--- config.mk ---
export PLATFORM = sky130hd
export DESIGN_NAME = sram_word_port
export DESIGN_NICKNAME = d
export VERILOG_FILES = /design/src/rtl/sram_pkg.sv /design/src/rtl/sram_word_port.sv
export SDC_FILE = /design/constraint.sdc
export NUM_CORES = 1
export LEC_CHECK = 0
export CAP_MARGIN = 20
export CORE_AREA = 2 2 156 82
export CTS_CLUSTER_DIAMETER = 30
export CTS_CLUSTER_SIZE = 40
export DETAILED_ROUTE_END_ITERATION = 6
export DIE_AREA = 0 0 158 84
export PLACE_DENSITY = 0.71
export SKIP_LAST_GASP = 1
export SLEW_MARGIN = 10
export SYNTH_ARGS = -nofsm -noshare
export SYNTH_HDL_FRONTEND = slang
export SYNTH_SLANG_ARGS = --single-unit
export TNS_END_PERCENT = 50
--- constraint.sdc ---
create_clock -name clk -period 2.1 [get_ports clk]
set_input_delay 0.42 -clock clk [delete_from_list [all_inputs] [get_ports clk]]
set_output_delay 0.42 -clock clk [all_outputs]
set_load 0.05 [all_outputs]
--- src/rtl/sram_pkg.sv ---
// sram_pkg: shared types and helpers for the word-side SRAM port (state enum, half-word merge).
package sram_pkg;
  typedef enum logic [2:0] {IDLE, RD_LO, WR_LO, RD_HI, WR_HI, RESP} state_e;
  localparam int HW_W = 16;
  localparam logic [1:0] WBE_WR = 2'b11;
  localparam logic [1:0] WBE_RD = 2'b00;
  function automatic logic [HW_W-1:0] merge_hw(input logic [HW_W-1:0] old_hw, input logic [HW_W-1:0] new_hw, input logic [1:0] mask2);
    return {mask2[1] ? new_hw[15:8] : old_hw[15:8], mask2[0] ? new_hw[7:0] : old_hw[7:0]};
  endfunction
endpackage

--- src/rtl/sram_word_port.sv ---
// sram_word_port: 32-bit request to 16-bit half-word SRAM sequencer; SRAM_WORD_RMW_EN enables read-modify-write of partial halves.
module sram_word_port
  import sram_pkg::*;
#(
  parameter int AWIDTH = 19,
  parameter int DWIDTH = 32
) (
  input  logic              clk,
  input  logic              rst,
  input  logic              req_valid,
  output logic              req_ready,
  input  logic [AWIDTH-2:0] req_addr,
  input  logic [DWIDTH-1:0] req_wdata,
  input  logic [3:0]        req_wmask,
  output logic              resp_valid,
  input  logic              resp_ready,
  output logic [DWIDTH-1:0] resp_rdata,
  output logic [HW_W-1:0]   sram_d,
  output logic [AWIDTH-1:0] sram_addr,
  output logic [1:0]        sram_wbe,
  output logic              sram_en,
  input  logic [HW_W-1:0]   sram_q
);
  state_e state_q, state_d, lo_first, hi_first;
  logic [AWIDTH-2:0] addr_q, addr_d;
  logic [DWIDTH-1:0] wdata_q, wdata_d, rdata_q, rdata_d;
  logic [3:0] mask_q, mask_d, m, em;
  logic [HW_W-1:0] sram_d_q, sram_d_d;
  logic [AWIDTH-1:0] sram_addr_q, sram_addr_d;
  logic [1:0] sram_wbe_q, sram_wbe_d;
  logic sram_en_q, sram_en_d, is_rd, accept, half;
  always_ff @(posedge clk) begin
    if (rst) begin
      state_q     <= IDLE;
      addr_q      <= '0;
      wdata_q     <= '0;
      mask_q      <= '0;
      rdata_q     <= '0;
      sram_d_q    <= '0;
      sram_addr_q <= '0;
      sram_wbe_q  <= WBE_RD;
      sram_en_q   <= 1'b0;
    end else begin
      state_q     <= state_d;
      addr_q      <= addr_d;
      wdata_q     <= wdata_d;
      mask_q      <= mask_d;
      rdata_q     <= rdata_d;
      sram_d_q    <= sram_d_d;
      sram_addr_q <= sram_addr_d;
      sram_wbe_q  <= sram_wbe_d;
      sram_en_q   <= sram_en_d;
    end
  end
  // Without RMW a partially-masked half is widened and written whole.
  always_comb begin
    accept = req_valid & (state_q == IDLE);
    m = (state_q == IDLE) ? req_wmask : mask_q;
`ifdef SRAM_WORD_RMW_EN
    em = m;
`else
    em = {{2{|m[3:2]}}, {2{|m[1:0]}}};
`endif
    is_rd = ~|m;
    hi_first = is_rd ? RD_HI : (em[3:2] == 2'b00) ? RESP : (em[3:2] == 2'b11) ? WR_HI : RD_HI;
    lo_first = is_rd ? RD_LO : (em[1:0] == 2'b00) ? hi_first : (em[1:0] == 2'b11) ? WR_LO : RD_LO;
    case (state_q)
      IDLE:    state_d = accept ? lo_first : IDLE;
      RD_LO:   state_d = is_rd ? RD_HI : WR_LO;
      WR_LO:   state_d = hi_first;
      RD_HI:   state_d = is_rd ? RESP : WR_HI;
      WR_HI:   state_d = RESP;
      RESP:    state_d = resp_ready ? IDLE : RESP;
      default: state_d = IDLE;
    endcase
  end
  // Outputs are registered from the next state so they span the whole state cycle.
  always_comb begin
    addr_d = accept ? req_addr : addr_q;
    wdata_d = accept ? req_wdata : wdata_q;
    mask_d = accept ? em : mask_q;
    half = (state_d == RD_HI) || (state_d == WR_HI);
    sram_en_d = (state_d != IDLE) && (state_d != RESP);
    sram_wbe_d = (state_d == WR_LO || state_d == WR_HI) ? WBE_WR : WBE_RD;
    sram_addr_d = sram_en_d ? {addr_d, half} : sram_addr_q;
    sram_d_d = (state_d == WR_LO) ? merge_hw(sram_q, wdata_d[15:0], mask_d[1:0]) :
               (state_d == WR_HI) ? merge_hw(sram_q, wdata_d[31:16], mask_d[3:2]) : '0;
    rdata_d = (state_q == RD_LO) ? {rdata_q[31:16], sram_q} :
              (state_q == RD_HI) ? {sram_q, rdata_q[15:0]} : rdata_q;
  end
  assign req_ready  = (state_q == IDLE);
  assign resp_valid = (state_q == RESP);
  assign resp_rdata = rdata_q;
  assign sram_d     = sram_d_q;
  assign sram_addr  = sram_addr_q;
  assign sram_wbe   = sram_wbe_q;
  assign sram_en    = sram_en_q;
endmodule

==> results.json, run 1 <==
{
  "fin_crit_sh_pct": 99.25,
  "clock-sinks": 126,
  "synth.avg_cell_area_sq_um": 8.453,
  "grt_pass1_vias": 4804,
  "async_reset_ff_share_pct": 0,
  "tightest_slew_ps": 646.9,
  "grt_max_degree": 56,
  "status": "completed",
  "post-route-min-period_ps": 2084,
  "n_antenna_cell": 0,
  "maxSlewViolCount": 0,
  "synthCells": 594,
  "finalSetupViolations": 0,
  "finClkSkew_ps": 10.09,
  "grt_pass1_wl_um": 24640,
  "synth_edf_count": 0,
  "leakagePower_nw": 2.938,
  "hp-class": "in -> reg",
  "netlist.area_leader.share_pct": 50.24,
  "areaGrowthSynthToFinish_pct": 55.05,
  "dr.pass1.iters": 5,
  "cap_violations": 0,
  "power_density_mw_per_mm2": 1305,
  "syn_area_sq_mm": 0.005021,
  "grt_use_total_pct": 23.94,
  "port_buffers": 145,
  "rows": 29,
  "start_util_pct": 41.43,
  "dieWidth_um": 158,
  "synth_area_leader_cell": "dfxtp_1",
  "cp-end-kind": "register",
  "htreeDepth": 4,
  "use_met1_pct": 33.63,
  "crit_fanout": 16,
  "antenna_found_initial": 0,
  "cts_buffers": 17,
  "ctsLongestPathBuffers": 2,
  "final_hold_viol_count": 0,
  "crit_path_start_kind": "input pin",
  "yosys-top-cells-area": "dfxtp_1, nand2_1, a21oi_1",
  "ir_worst_vdd_uv": 696.0,
  "vias": 5073,
  "slew_headroom_pct": 56.77,
  "rsz0062_at_grt": "yes",
  "drc": 0,
  "cp.required_ps": 2400,
  "wl_um": 16430,
  "path_clk_slew_ps": 60,
  "synth-seq-cells": 126,
  "overflow": 0,
  "synth_cell_types": 43,
  "gp_congestion": 0.8550,
  "vias_per_cell": 5.357,
  "yosys_most_used_dff": "dfxtp_1",
  "fp.coreArea_sq_mm": 0.01212,
  "crit_type": "in -> reg",
  "fp.dieH_um": 84,
  "ys.warnings.count": 0,
  "power_w": 0.01016,
  "wl_per_cell_um": 17.35,
  "met3_usage_pct": 7.996,
  "fin_ws_ps": 15.74,
  "worst-r2r-setup-slack_ps": 20,
  "post-route-util_pct": 64.24,
  "ys_seq_area_share_pct": 50.24,
  "cts_root_buf": "clkbuf_16",
  "drive_above_1_share_pct": 15.44,
  "cp.arrival_ps": 2380,
  "drtIter0Drc": 380,
  "dpl_worst_slack_ps": -541.1,
  "syn_nets": 668,
  "postRouteAntennaNets": 0,
  "clk-insertion-delay-late_ps": 410,
  "clock.fmax_mhz": 479.8,
  "cts_tree": "done",
  "hold-worst-slack_ps": 365.5,
  "grt.met2_usage_pct": 34.82,
  "die_area_sq_mm": 0.01327,
  "io-pin-count": 146,
  "final_nets": 838,
  "hpwl_um": 10900,
  "gr-max-usage-layer": "met2"
}
[flip-flops by register name, summed over array words and instances, names as in the netlist]
name / cells
resp_rdata: 32
sram_wbe: 1
sram_en: 1
addr_q: 18
mask_q: 4
state_q: 3
sram_d: 16
wdata_q: 32
sram_addr: 19
[logic make-up (layout without fill, tap and decap cells)]
logic type             Yosys count  after routing  share of synthesized area, %
AOI/OAI and AO/OA              162            162                         19.61
buffers and inverters           43            226                         4.012
DFF                            126            126                         50.24
muxes                           19             19                         4.486
and+or+nand+nor                244            244                         21.66
[power breakdown]
| group | internal, W | switching (W) |
|---|---|---|
| combinational | 0.00163 | 0.00223 |
| sequential | 0.00278 | 0.000223 |
| clock | 0.00218 | 0.00111 |
[cells in the mapped netlist, types with 2 or more instances]
library cell  instances
or2_1                 2
buf_2                 5
nand2_1             171
nor2_1               27
o32ai_1              16
nor2b_1              23
inv_1                 2
dfxtp_1             126
mux2_2                9
buf_6                 3
a21oi_1              87
clkbuf_1             27
o21ai_0              17
mux2_1                9
buf_1                 3
buf_4                 3
o22ai_1              17
nand3_1               2
o22a_1               16
and2_1                6
[cell usage in the layout (no fill, tap or decap), types with 2 or more instances in the layout]
| cell | netlist | routed |
|---|---|---|
| bufinv_16 | 0 | 5 |
| clkdlybuf4s50_1 | 0 | 137 |
| o22a_1 | 16 | 16 |
| dfxtp_4 | 0 | 4 |
| dfxtp_1 | 126 | 122 |
| or2_4 | 1 | 3 |
| a21oi_1 | 87 | 86 |
| nand3_1 | 2 | 2 |
| o21ai_0 | 17 | 17 |
| mux2_4 | 0 | 5 |
| mux2_2 | 9 | 6 |
| nor2b_1 | 23 | 21 |
| nor2_1 | 27 | 27 |
| inv_6 | 0 | 2 |
| mux2_1 | 9 | 7 |
| inv_1 | 2 | 2 |
| and2_1 | 6 | 6 |
| o32ai_1 | 16 | 15 |
| buf_6 | 3 | 3 |
| nand2_1 | 171 | 171 |
| clkbuf_16 | 0 | 19 |
| buf_12 | 0 | 6 |
| clkbuf_8 | 0 | 2 |
| o22ai_1 | 17 | 16 |
| buf_4 | 3 | 38 |
| dlymetal6s2s_1 | 0 | 4 |
| a21oi_2 | 1 | 2 |
| clkinv_4 | 0 | 3 |
[metrics by stage]
step | area (sq um) | TNS, ps | instances
2_1_floorplan | 5031 | -2423 | 594
3_3_place_gp | 6823 | -21090 | 904
3_5_place_dp | 6823 | -24890 | 904
4_1_cts | 7521 | 0 | 936
5_1_grt | 7785 | -352.7 | 947
6_report | 7785 | 0 | 947
[metal layers]
metal | wire length (um) | up-vias | share of wire, %
li1 | - | 2389 | -
met4 | 238 | 0 | 1.4
met3 | 1617 | 23 | 9.8
met1 | 7534 | 2375 | 46
met2 | 7044 | 286 | 43
met5 | 0 | - | 0
[final cells by class]
| class | count | area [sq um] |
|---|---|---|
| multi-input cells | 425 | 2430 |
| well taps | 170 | 212.7 |
| repair buffers | 192 | 1934 |
| flip-flops and latches | 126 | 2537 |
| clock inverters | 12 | 206.4 |
| fillers | 986 | 4334 |
| inverters | 2 | 7.507 |
| clock buffers | 20 | 456.7 |
[worst paths after layout]
check	start	to	cells past startpoint
setup / recovery	resp_ready	sram_d[10]	7
hold / removal	rst	state_q[2]	2
setup reg to reg	mask_q[1]	sram_addr[16]	8
hold reg to reg	wdata_q[8]	wdata_q[8]	2
[timing repair]
item                                    CTS  global route
setup buffers                             0             8
gates cloned                              0             3
resized for setup                        10            31
hold buffers                              0             0
pin swaps                                 0             7
endpoints found under the setup margin   34            34
[worst max-delay path, cell delays in order]
cell             delay, ps
clkdlybuf4s50_1        430
a21oi_2                300
o2bb2ai_4              100
or2_4                  260
or4_4                  530
buf_8                  180
o32ai_1                150
Note: power is estimated with default switching activity, not from simulation.
==> run 2, diff against run 1 <==
ABC_AREA = 1   (was default)
ABC_CLOCK_PERIOD_IN_PS = 2300   (was default)
CORE_AREA = 2 2 149 78   (was 2 2 156 82)
DIE_AREA = 0 0 151 80   (was 0 0 158 84)
PLACE_DENSITY = 0.76   (was 0.71)
clock period = 2.3 ns   (was 2.1 ns; I/O delays follow)
==> results.json, run 2 <==
{
  "reg2reg_from": "state_q[1]",
  "wl_met3_um": 1282,
  "post-route-min-period_ps": 2110,
  "power_frac_clock_pct": 21.9,
  "overflow": 0,
  "p_int_w": 0.006625,
  "fp.dieH_um": 80,
  "ctsResizeCount": 0,
  "final_nets": 890,
  "syn_nets": 750,
  "dr.pass1.iters": 5,
  "ys_seq_area_share_pct": 49.35,
  "areaGrowthSynthToFinish_pct": 43.50,
  "cp-end-kind": "register",
  "ys.warnings.count": 0,
  "finClkSkew_ps": 12.10,
  "grt_max_degree": 76,
  "hp-start": "resp_rdata[14]",
  "start_util_pct": 47.58,
  "postRouteAntennaNets": 0,
  "synth.avg_cell_area_sq_um": 7.561,
  "synth_xor_xnor_area_share_pct": 0,
  "maxSlewViolCount": 0,
  "wl_met1_um": 7376,
  "swShare_pct": 44.25,
  "place_area_sq_mm": 0.006751,
  "p_sw_w": 0.005258,
  "fin_area_sq_mm": 0.007335,
  "route.met2.wl_um": 6080,
  "cp.arrival_ps": 2450,
  "crit_fanout": 18,
  "hpwl_um": 10370,
  "fin_ws_ps": 189.7,
  "finalSetupViolations": 0,
  "wl_um": 14880,
  "synth-simple-area-share_pct": 23.70,
  "crit_path_start_kind": "register",
  "final_hold_viol_count": 0,
  "drc": 0,
  "clk-insertion-delay-late_ps": 410,
  "dp_cells": 942,
  "final_cells": 974,
  "hp-class": "reg -> reg",
  "synth-seq-cells": 126,
  "grt_use_total_pct": 25.69,
  "fp.coreArea_sq_mm": 0.01074,
  "ctsLongestPathBuffers": 2,
  "seqPwrFrac_pct": 26.0,
  "yosys-top-cells-area": "dfxtp_1, nand2_1, o21ai_0",
  "p_comb_share_pct": 52.0,
  "tightest_slew_ps": 798.9,
  "cts_setup_buffers": 0,
  "io-pin-count": 146,
  "n_antenna_cell": 0,
  "mostFrequentLayoutCells": "clkdlybuf4s50_1, dfxtp_1, nand2_1",
  "dieWidth_um": 151,
  "clock.fmax_mhz": 473.9,
  "hold_depth": 2,
  "async_reset_ff_share_pct": 0,
  "drtIter0Drc": 325,
  "crit_type": "reg -> reg",
  "rsz0062_at_grt": "no",
  "synth_area_leader_cell": "dfxtp_1",
  "reg2regPathDepth": 11,
  "synth_edf_count": 0,
  "netlist.area_leader.share_pct": 49.35,
  "ir_worst_vdd_uv": 866.5,
  "wl_per_cell_um": 15.27,
  "nFillCells": 838,
  "power_w": 0.01188,
  "top_layer": "met4",
  "gp_congestion": 0.8040,
  "path_clk_slew_ps": 60,
  "grt_pass1_vias": 4635,
  "synth.mux.area_fraction_pct": 3.525,
  "rr_endpoint": "sram_addr[1]",
  "final_common_cell": "clkdlybuf4s50_1",
  "clock-sinks": 126,
  "die_area_sq_mm": 0.01208,
  "synth_most_common_cell": "dfxtp_1",
  "multi_input_area_sq_mm": 0.002186,
  "whs_endpoint": "resp_rdata[14]",
  "cts_hold_buf": 0,
  "post-route-util_pct": 68.27,
  "synthTopCellsByCount": "dfxtp_1, nand2_1, nor2_1",
  "antenna_found_initial": 0,
  "rows": 27,
  "syn_area_sq_mm": 0.005111,
  "grt_pass1_wl_um": 23410,
  "port_buffers": 145,
  "vias_per_cell": 5.045,
  "synthAdderAreaFrac_pct": 0,
  "leakagePower_nw": 3.114,
  "cts_root_buf": "clkbuf_16",
  "dpl_worst_slack_ps": -140.0,
  "cp.required_ps": 2640,
  "worst-r2r-setup-slack_ps": 190,
  "yosys_most_used_dff": "dfxtp_1",
  "fin_crit_sh_pct": 91.75,
  "drive_above_1_share_pct": 11.10,
  "status": "completed",
  "synthCells": 676,
  "synth_cell_types": 22,
  "cap_violations": 0,
  "power_density_mw_per_mm2": 1620,
  "slew_headroom_pct": 46.74,
  "cts_tree": "done",
  "seq_area_sq_mm": 0.002522,
  "cts_buffers": 17,
  "htreeDepth": 4,
  "synth_top_family_by_area": "simple AND/OR/NAND/NOR gates",
  "vias": 4914,
  "synth-compound-area-share_pct": 15.40
}
==> run 2: cell types whose count changed after synthesis, sizes merged, moves of 17 or more <==
| cell | before | now |
|---|---|---|
| o21ai | 17 | 81 |
| nand3 | 2 | 28 |
| or2 | 4 | 32 |
| inv | 2 | 62 |
| mux2i | 1 | 18 |
| nor2 | 28 | 105 |
| a21oi | 88 | 51 |
| nor2b | 23 | 0 |
| nand2 | 171 | 115 |
| mux2 | 18 | 0 |
| o22ai | 17 | 0 |
==> run 2: kinds of logic (layout without fill, tap and decap cells) <==
| kind of cell | count (synthesis) | count (layout) |
|---|---|---|
| buf+inv | 101 | 254 |
| mux | 18 | 18 |
| simple gates | 282 | 282 |
| flops | 126 | 126 |
| compound gates | 149 | 149 |
==> run 2: per-stage QoR <==
stage | TNS (ps) | hold slack, ps
after floorplan | 0 | 460.3
after global placement | 0 | 432.0
after detailed placement | -2622 | 436.6
after CTS | 0 | 445.1
after global routing | 0 | 463.1
final | 0 | 443.3
==> run 2: critical path: stages, from the launching register on <==
cell and delay, ps:
dfxtp_1 310, inv_1 260, nand2_2 140, nand2_1 100
nand2_1 90, nand3_1 90, nand2_1 110, inv_1 170
nand3_2 350, nand3_1 210, nand2_1 80, nor2_1 130
==> run 2: power groups by stage <==
stage                     clock network (W)  logic, W  registers (W)
after floorplan                           0   0.00308        0.00422
after global placement                    0   0.00594        0.00310
after detailed placement                  0   0.00610        0.00313
after CTS                           0.00264   0.00615        0.00310
after global routing                0.00275   0.00677        0.00315
final                               0.00261   0.00618        0.00309
==> run 2: layout make-up <==
class,count,share of cell area (%)
sequential,126,34.39
multi-input combinational,449,29.80
timing repair buffer,160,22.21
clock buffer,18,5.988
inverter,62,3.173
tap,145,2.474
clock inverter,14,1.962
==> run 2: metal layers <==
metal	up-vias	GRT usage [%]
met1	2247	37.97
li1	2438	-
met3	12	6.286
met5	-	0
met2	217	36.64
met4	0	7.850
==> run 2: how the worst max path moves through the flow <==
stage	from	endpoint	slack, ps	cells past startpoint
after global placement	req_wmask[0]	sram_addr[1]	20	12
after detailed placement	req_wmask[0]	sram_addr[17]	-140	12
after global routing	state_q[1]	sram_addr[15]	10	11
after CTS	sram_addr[18]	sram_addr[18]	220	1
final	state_q[1]	sram_addr[1]	190	11
after floorplan	req_wmask[0]	sram_addr[10]	560	12
